<file path="src/rtl/clock_time_ctrl.sv">
// Time-of-day keeper for the seven-segment clock: BCD HH:MM:SS counters
// driven by a 1 Hz tick, plus a small set-mode FSM for hours/minutes.
module clock_time_ctrl #(
   parameter int MAX_HOUR  = 23,
   parameter int TIMEOUT_S = 30
) (
   input  logic       i_clk,
   input  logic       i_rst_n,
   input  logic       i_sec_tick,
   input  logic       i_mode_pulse,
   input  logic       i_inc_pulse,
   output logic [1:0] o_hr_tens,
   output logic [3:0] o_hr_ones,
   output logic [2:0] o_min_tens,
   output logic [3:0] o_min_ones,
   output logic [2:0] o_sec_tens,
   output logic [3:0] o_sec_ones,
   output logic [1:0] o_mode,
   output logic       o_blink
);

   // state      | meaning
   // ST_RUN     | time advances on each second tick, buttons other than mode ignored
   // ST_SET_HR  | time frozen, increment bumps hours, blink/timeout on ticks
   // ST_SET_MIN | time frozen, increment bumps minutes (no hour carry)
   typedef enum logic [1:0] {
      ST_RUN     = 2'b00,
      ST_SET_HR  = 2'b01,
      ST_SET_MIN = 2'b10
   } state_t;

   localparam logic [1:0] MAX_HR_TENS = 2'(MAX_HOUR / 10);
   localparam logic [3:0] MAX_HR_ONES = 4'(MAX_HOUR % 10);
   localparam logic [5:0] TIMEOUT_V   = 6'(TIMEOUT_S);

   state_t     state;
   state_t     state_nxt;
   logic       mode_prev;
   logic       inc_prev;
   logic       mode_ev;
   logic       inc_ev;
   logic [5:0] to_cnt;
   logic       timeout_hit;
   logic       enter_run;

   logic       sec_wrap;
   logic       min_wrap;
   logic       hr_wrap;
   logic [2:0] min_tens_nxt;
   logic [3:0] min_ones_nxt;
   logic [1:0] hr_tens_nxt;
   logic [3:0] hr_ones_nxt;

   assign mode_ev = i_mode_pulse & ~mode_prev;
   assign inc_ev  = i_inc_pulse & ~inc_prev;

   // A button event in the same cycle pre-empts the timeout
   assign timeout_hit = (state != ST_RUN) & i_sec_tick & ~mode_ev & ~inc_ev &
                        ((to_cnt + 6'd1) == TIMEOUT_V);

   assign sec_wrap = (o_sec_tens == 3'd5) && (o_sec_ones == 4'd9);
   assign min_wrap = (o_min_tens == 3'd5) && (o_min_ones == 4'd9);
   assign hr_wrap  = (o_hr_tens == MAX_HR_TENS) && (o_hr_ones == MAX_HR_ONES);

   always_comb begin
      min_tens_nxt = o_min_tens;
      min_ones_nxt = o_min_ones + 4'd1;
      if (min_wrap) begin
         min_tens_nxt = 3'd0;
         min_ones_nxt = 4'd0;
      end else if (o_min_ones == 4'd9) begin
         min_tens_nxt = o_min_tens + 3'd1;
         min_ones_nxt = 4'd0;
      end
   end

   always_comb begin
      hr_tens_nxt = o_hr_tens;
      hr_ones_nxt = o_hr_ones + 4'd1;
      if (hr_wrap) begin
         hr_tens_nxt = 2'd0;
         hr_ones_nxt = 4'd0;
      end else if (o_hr_ones == 4'd9) begin
         hr_tens_nxt = o_hr_tens + 2'd1;
         hr_ones_nxt = 4'd0;
      end
   end

   always_ff @(posedge i_clk or negedge i_rst_n) begin
      if (!i_rst_n) begin
         state <= ST_RUN;
      end else begin
         state <= state_nxt;
      end
   end

   always_comb begin
      state_nxt = state;
      if (mode_ev) begin
         case (state)
            ST_RUN:    state_nxt = ST_SET_HR;
            ST_SET_HR: state_nxt = ST_SET_MIN;
            default:   state_nxt = ST_RUN;
         endcase
      end else if (timeout_hit || (state != ST_RUN && state != ST_SET_HR &&
                                   state != ST_SET_MIN)) begin
         state_nxt = ST_RUN;
      end
   end

   always_comb begin
      o_mode = state;
   end

   assign enter_run = (state_nxt == ST_RUN) && (state != ST_RUN);

   always_ff @(posedge i_clk or negedge i_rst_n) begin
      if (!i_rst_n) begin
         mode_prev  <= 1'b0;
         inc_prev   <= 1'b0;
         to_cnt     <= 6'd0;
         o_blink    <= 1'b0;
         o_hr_tens  <= 2'd0;
         o_hr_ones  <= 4'd0;
         o_min_tens <= 3'd0;
         o_min_ones <= 4'd0;
         o_sec_tens <= 3'd0;
         o_sec_ones <= 4'd0;
      end else begin
         mode_prev <= i_mode_pulse;
         inc_prev  <= i_inc_pulse;
         if (enter_run) begin
            o_sec_tens <= 3'd0;
            o_sec_ones <= 4'd0;
            to_cnt     <= 6'd0;
            o_blink    <= 1'b0;
         end else if (mode_ev) begin
            to_cnt  <= 6'd0;
            o_blink <= 1'b1;
         end else if (state == ST_RUN) begin
            if (i_sec_tick) begin
               if (sec_wrap) begin
                  o_sec_tens <= 3'd0;
                  o_sec_ones <= 4'd0;
                  o_min_tens <= min_tens_nxt;
                  o_min_ones <= min_ones_nxt;
                  if (min_wrap) begin
                     o_hr_tens <= hr_tens_nxt;
                     o_hr_ones <= hr_ones_nxt;
                  end
               end else if (o_sec_ones == 4'd9) begin
                  o_sec_tens <= o_sec_tens + 3'd1;
                  o_sec_ones <= 4'd0;
               end else begin
                  o_sec_ones <= o_sec_ones + 4'd1;
               end
            end
         end else begin
            // Set modes: an increment clears the idle count; a tick still flips blink
            if (inc_ev) begin
               to_cnt <= 6'd0;
               if (state == ST_SET_HR) begin
                  o_hr_tens <= hr_tens_nxt;
                  o_hr_ones <= hr_ones_nxt;
               end else begin
                  o_min_tens <= min_tens_nxt;
                  o_min_ones <= min_ones_nxt;
               end
            end else if (i_sec_tick) begin
               to_cnt <= to_cnt + 6'd1;
            end
            if (i_sec_tick) begin
               o_blink <= ~o_blink;
            end
         end
      end
   end

endmodule

</file>
<file path="config.mk">
export PLATFORM = sky130hd
export DESIGN_NAME = clock_time_ctrl
export DESIGN_NICKNAME = d
export VERILOG_FILES = /design/src/rtl/clock_time_ctrl.sv
export SDC_FILE = /design/constraint.sdc
export NUM_CORES = 1
export LEC_CHECK = 0
export BUFFER_PORTS_ARGS = -buffer_cell sky130_fd_sc_hd__buf_2
export CORE_MARGIN = 8
export CORE_UTILIZATION = 59
export CTS_BUF_LIST = sky130_fd_sc_hd__clkbuf_4
export CTS_CLUSTER_DIAMETER = 50
export DETAILED_ROUTE_END_ITERATION = 8
export PLACE_DENSITY = 0.89
export SYNTH_ARGS = -nofsm -noshare
export SYNTH_HDL_FRONTEND = slang
export SYNTH_SLANG_ARGS = --single-unit
</file>
<file path="constraint.sdc">
create_clock -name i_clk -period 2.3 [get_ports i_clk]
set_clock_uncertainty 0.05 [all_clocks]
set_input_delay 0.575 -clock i_clk [delete_from_list [all_inputs] [get_ports i_clk]]
set_output_delay 0.575 -clock i_clk [all_outputs]
set_load 0.01 [all_outputs]
</file>
# Yosys cells after proc, flatten, opt, wreduce, memory -nomap -nowiden
# Index checks and enable logic that the tools add are counted.
# classes
n_addsub	7
eq_ne	17
mux	54
bitwise_logic	12
reduce_logical	23
# ops
op	count
4-bit 2-to-1 mux	21
3-bit 2-to-1 mux	13
6-bit 2-to-1 mux	5
2-bit 2-to-1 mux	10
4-bit by 1-bit adder with 4-bit output, second input constant	3
4-bit == test, second input constant	3
2-bit != test, second input constant	5
2-bit nonzero test	5
7-bit AND reduction	1
3-bit by 1-bit adder with 3-bit output, second input constant	2
6-bit by 1-bit adder with 6-bit output, second input constant	1
1-bit AND	6
3-bit == test, second input constant	2
6-bit by 5-bit == test with 1-bit output, second input constant	1
1-bit logical AND	6
1-bit NOT	6
6-bit AND reduction	1
3-bit nonzero test	2
4-bit by 2-bit == test with 1-bit output, second input constant	1
2-bit logical NOT	2
1-bit 2-to-1 mux	4
2-bit by 1-bit != test with 1-bit output, second input constant	2
2-bit one-hot mux with 2 select lines	1
2-bit AND reduction	2
other kinds (8)	8
# word_totals
register_bits	31
input_bits	5
output_inout_bits	23

# Depth between registers and ports, before layout
# logic_depth
ltp_word	13
depth_mapped	8
ltp_nobuf	7

# Worst setup path after synthesis
# No wires, ideal clock.
# synth_timing
kind	reg2reg
from	register o_sec_ones[1]
to	register o_min_ones[3]
setup_ns	0.069
arrival_time_ns	1.850
t_required_ns	2.181
setup_slack_ns	0.331
stages_incl_launch_ff	8
n_path_buf	0
cell_sequence	dfrtp_1 inv_1 ha_1 nand2_2 o41ai_4 nand2_2 or4b_1 nand3_1
# synth_via
elab_chain_cells	4
# synth_lines
element	line_no	source
start, declared	17	output logic [3:0] o_sec_ones,
start signal, assigned	155	o_sec_ones <= o_sec_ones + 4'd1;
4-bit == test	61	assign sec_wrap = (o_sec_tens == 3'd5) && (o_sec_ones == 4'd9);
1-bit logical AND	61	
2-bit != test (no line)	-	
6-bit AND reduction (no line)	-	
end signal, assigned	146	o_min_ones <= min_ones_nxt;
end signal, assigned	167	o_min_ones <= min_ones_nxt;
end, declared	15	output logic [3:0] o_min_ones,
# Every way passes these cells.
# A chain may end at the register's enable or synchronous reset.

# Final worst setup path
# Ends and elaborated chain as after synthesis.

==> impl_metrics.ini <==
[run_status]
status = completed

[route]
vias = 1526
routed_wl_um = 3600
detail_route.wl_per_cell_um = 13.8
ant_nets = 0
drt_iter0_drc = 68
drt_first_pass_iters = 4
drc_errors = 0
avgViaCountPerCell = 5.87

[setup_path]
cp-start-kind = register
r2r_slack_ns = 0.20
crit_type = register to register
end_kind = register
cp.required_ns = 2.53
reg2reg_depth = 7
worstReg2RegEnd = o_min_ones[3]
reg2reg_from = o_sec_ones[1]
crit_fanout = 6
crit_arrival_ns = 2.33

[synthesis]
synth-edff-count = 0
synth.yosys.seq_area_share_pct = 42.1
syn-num-nets = 211
synth_area_um2 = 1840
ys_ff_latch = 31
synthCells = 194
synth.distinct_cells = 49
synth_flop_cell = dfrtp_1
postSynthAreaPerCell_um2 = 9.49
yosysWarnings = 0
async_flop_share_pct = 100

[timing]
period_minus_slack_ns = 2.10
setup_ws_ns = 0.205
fmax_ghz = 0.477
tightest_slew_ns = 0.681
hold_ws_ns = 0.214
fin_crit_sh_pct = 91.1
max_slew_margin_pct = 54.6
hold_violations = 0
slew_violations = 0
setup_tns_ns = 0
rsz0062_at_grt = no
finalSetupViolCount = 0

[floorplanning]
design.die.area_um2 = 5160
die_w_um = 71.9
num_io_pins = 28
fp.coreArea_um2 = 3000
row_count = 20
die_y_um = 71.9
start_util_pct = 61.3

[final_layout]
final_nets = 243
stdcell_area_um2 = 2070
drive_gt1_share_pct = 21.1
final_common_cell = dfrtp_1
area_delta_synth_final_pct = 12.3
fillers = 246
final_cell_mix = 31 x dfrtp_1, 27 x buf_2, 19 x nand2_1, 12 x ha_1
antenna_cells = 0

[place]
io_buffer_count = 27
hpwl_um = 2690
dp_slack_ns = 0.108
place_area_um2 = 2010
routabilityCongestion = 0.819

[clock_tree]
clk_pin_slew_worst_paths_ns = 0.11
clock_latency_ns = 0.34
cts_tree = yes
clockRootBuffer = clkbuf_4
clock-sinks = 31
cts_resized = 0
post_cts_buffers = 0
cts_htree_levels = 2
ctsHoldBuffers = 0
cts_buffers = 5
clock_path_buffers = 2

[job]
cap_violations = 0

[global_route]
antenna_found_initial = 0
grt-ovfl-total = 0
grt_usage_pct = 15.0
grt_pass1_vias = 1401
grt_pass1_wl_um = 6150
grt_max_degree = 32

[power_and_ir_drop]
peakVddDrop_v = 0.000578
p_leak_nw = 1.01
power_density_nw_per_um2 = 1040

[worst_hold_path]
hp-class = primary input to asynchronous set/reset pin
-- worst max-delay path, cell delays in order (launching register included) --
cell and delay, ns:
dfrtp_1 0.44, inv_1 0.08, ha_1 0.18, nand2_2 0.09
o41ai_4 0.45, nand2_2 0.16, or4b_1 0.51, nand3_1 0.10
-- registers in the layout, summed over array words and instances (netlist names) --
| register | flops |
|---|---|
| o_min_ones | 4 |
| o_mode | 2 |
| o_hr_ones | 4 |
| o_min_tens | 3 |
| to_cnt | 6 |
| o_sec_tens | 3 |
| inc_prev | 1 |
| mode_prev | 1 |
| o_sec_ones | 4 |
| o_blink | 1 |
| o_hr_tens | 2 |
-- synth_stat cells (3+ instances only) --
cell type,n,area share [%]
o21ai_0,11,3.0
and2_1,3,1.0
inv_1,11,2.2
nand4_1,3,1.0
nand3_1,10,2.7
or3_1,3,1.0
nor3_1,8,2.2
nor2_1,10,2.0
o31ai_1,4,1.6
and3_1,4,1.4
ha_1,12,8.2
o22ai_1,3,1.0
dfrtp_1,31,42
xor2_1,5,2.4
nand2_1,19,3.9
a21o_1,3,1.2
a21oi_1,9,2.4
nand2b_1,4,1.4
nand2_2,3,1.0
-- per-stage QoR --
step / util [%] / power, W / std cells
global route: 68.8 / 0.00233 / 260
global placement: 67.1 / 0.00184 / 252
floorplan: - / 0.00155 / 194
CTS: 68.8 / 0.00217 / 260
finish: 68.8 / 0.00215 / 260
detailed placement: 67.1 / 0.00187 / 252
-- kinds of logic (layout without fill, tap and decap cells) --
logic type	after synthesis	in the layout	share of synthesized area, %
xor+xnor	6	6	2.86
fa+ha+maj	12	12	8.16
compound gates	47	47	18.0
flops	31	31	42.1
simple gates	81	81	24.5
buf+inv	15	48	3.20
mux	2	2	1.16
-- how the worst max path moves through the flow --
stage                  startpoint             to
CTS                 o_sec_ones[1]  o_min_ones[3]
detailed placement   i_mode_pulse   o_hr_tens[0]
floorplan           o_sec_ones[1]  o_min_ones[3]
global route        o_sec_ones[1]   o_hr_tens[0]
finish              o_sec_ones[1]  o_min_ones[3]
global placement     i_mode_pulse   o_hr_tens[0]
-- power by group --
part           internal, W  switching (W)
sequential        0.000716       0.000256
clock             0.000113       0.000187
combinational     0.000386       0.000496
-- cell type report --
cell class              count  area, µm²  share of cell area [%]
repair buffers             29        150                    7.26
well taps                  33       41.3                    2.00
inverters                  11       41.3                    2.00
clock inverters             3       15.0                   0.726
flip-flops and latches     31        776                    37.5
clock buffers               5       37.5                    1.82
multi-input cells         148       1010                    48.7
-- per-layer routing --
metal	GRT usage [%]	routed length, µm	vias up	part of all wire (%)
met5	0	0	-	0
met4	7.71	54	0	1.5
met3	3.49	172	8	4.8
met2	23.5	1640	28	46
met1	18.6	1730	714	48
li1	-	-	776	-
Note: power is estimated with default switching activity, not from simulation.
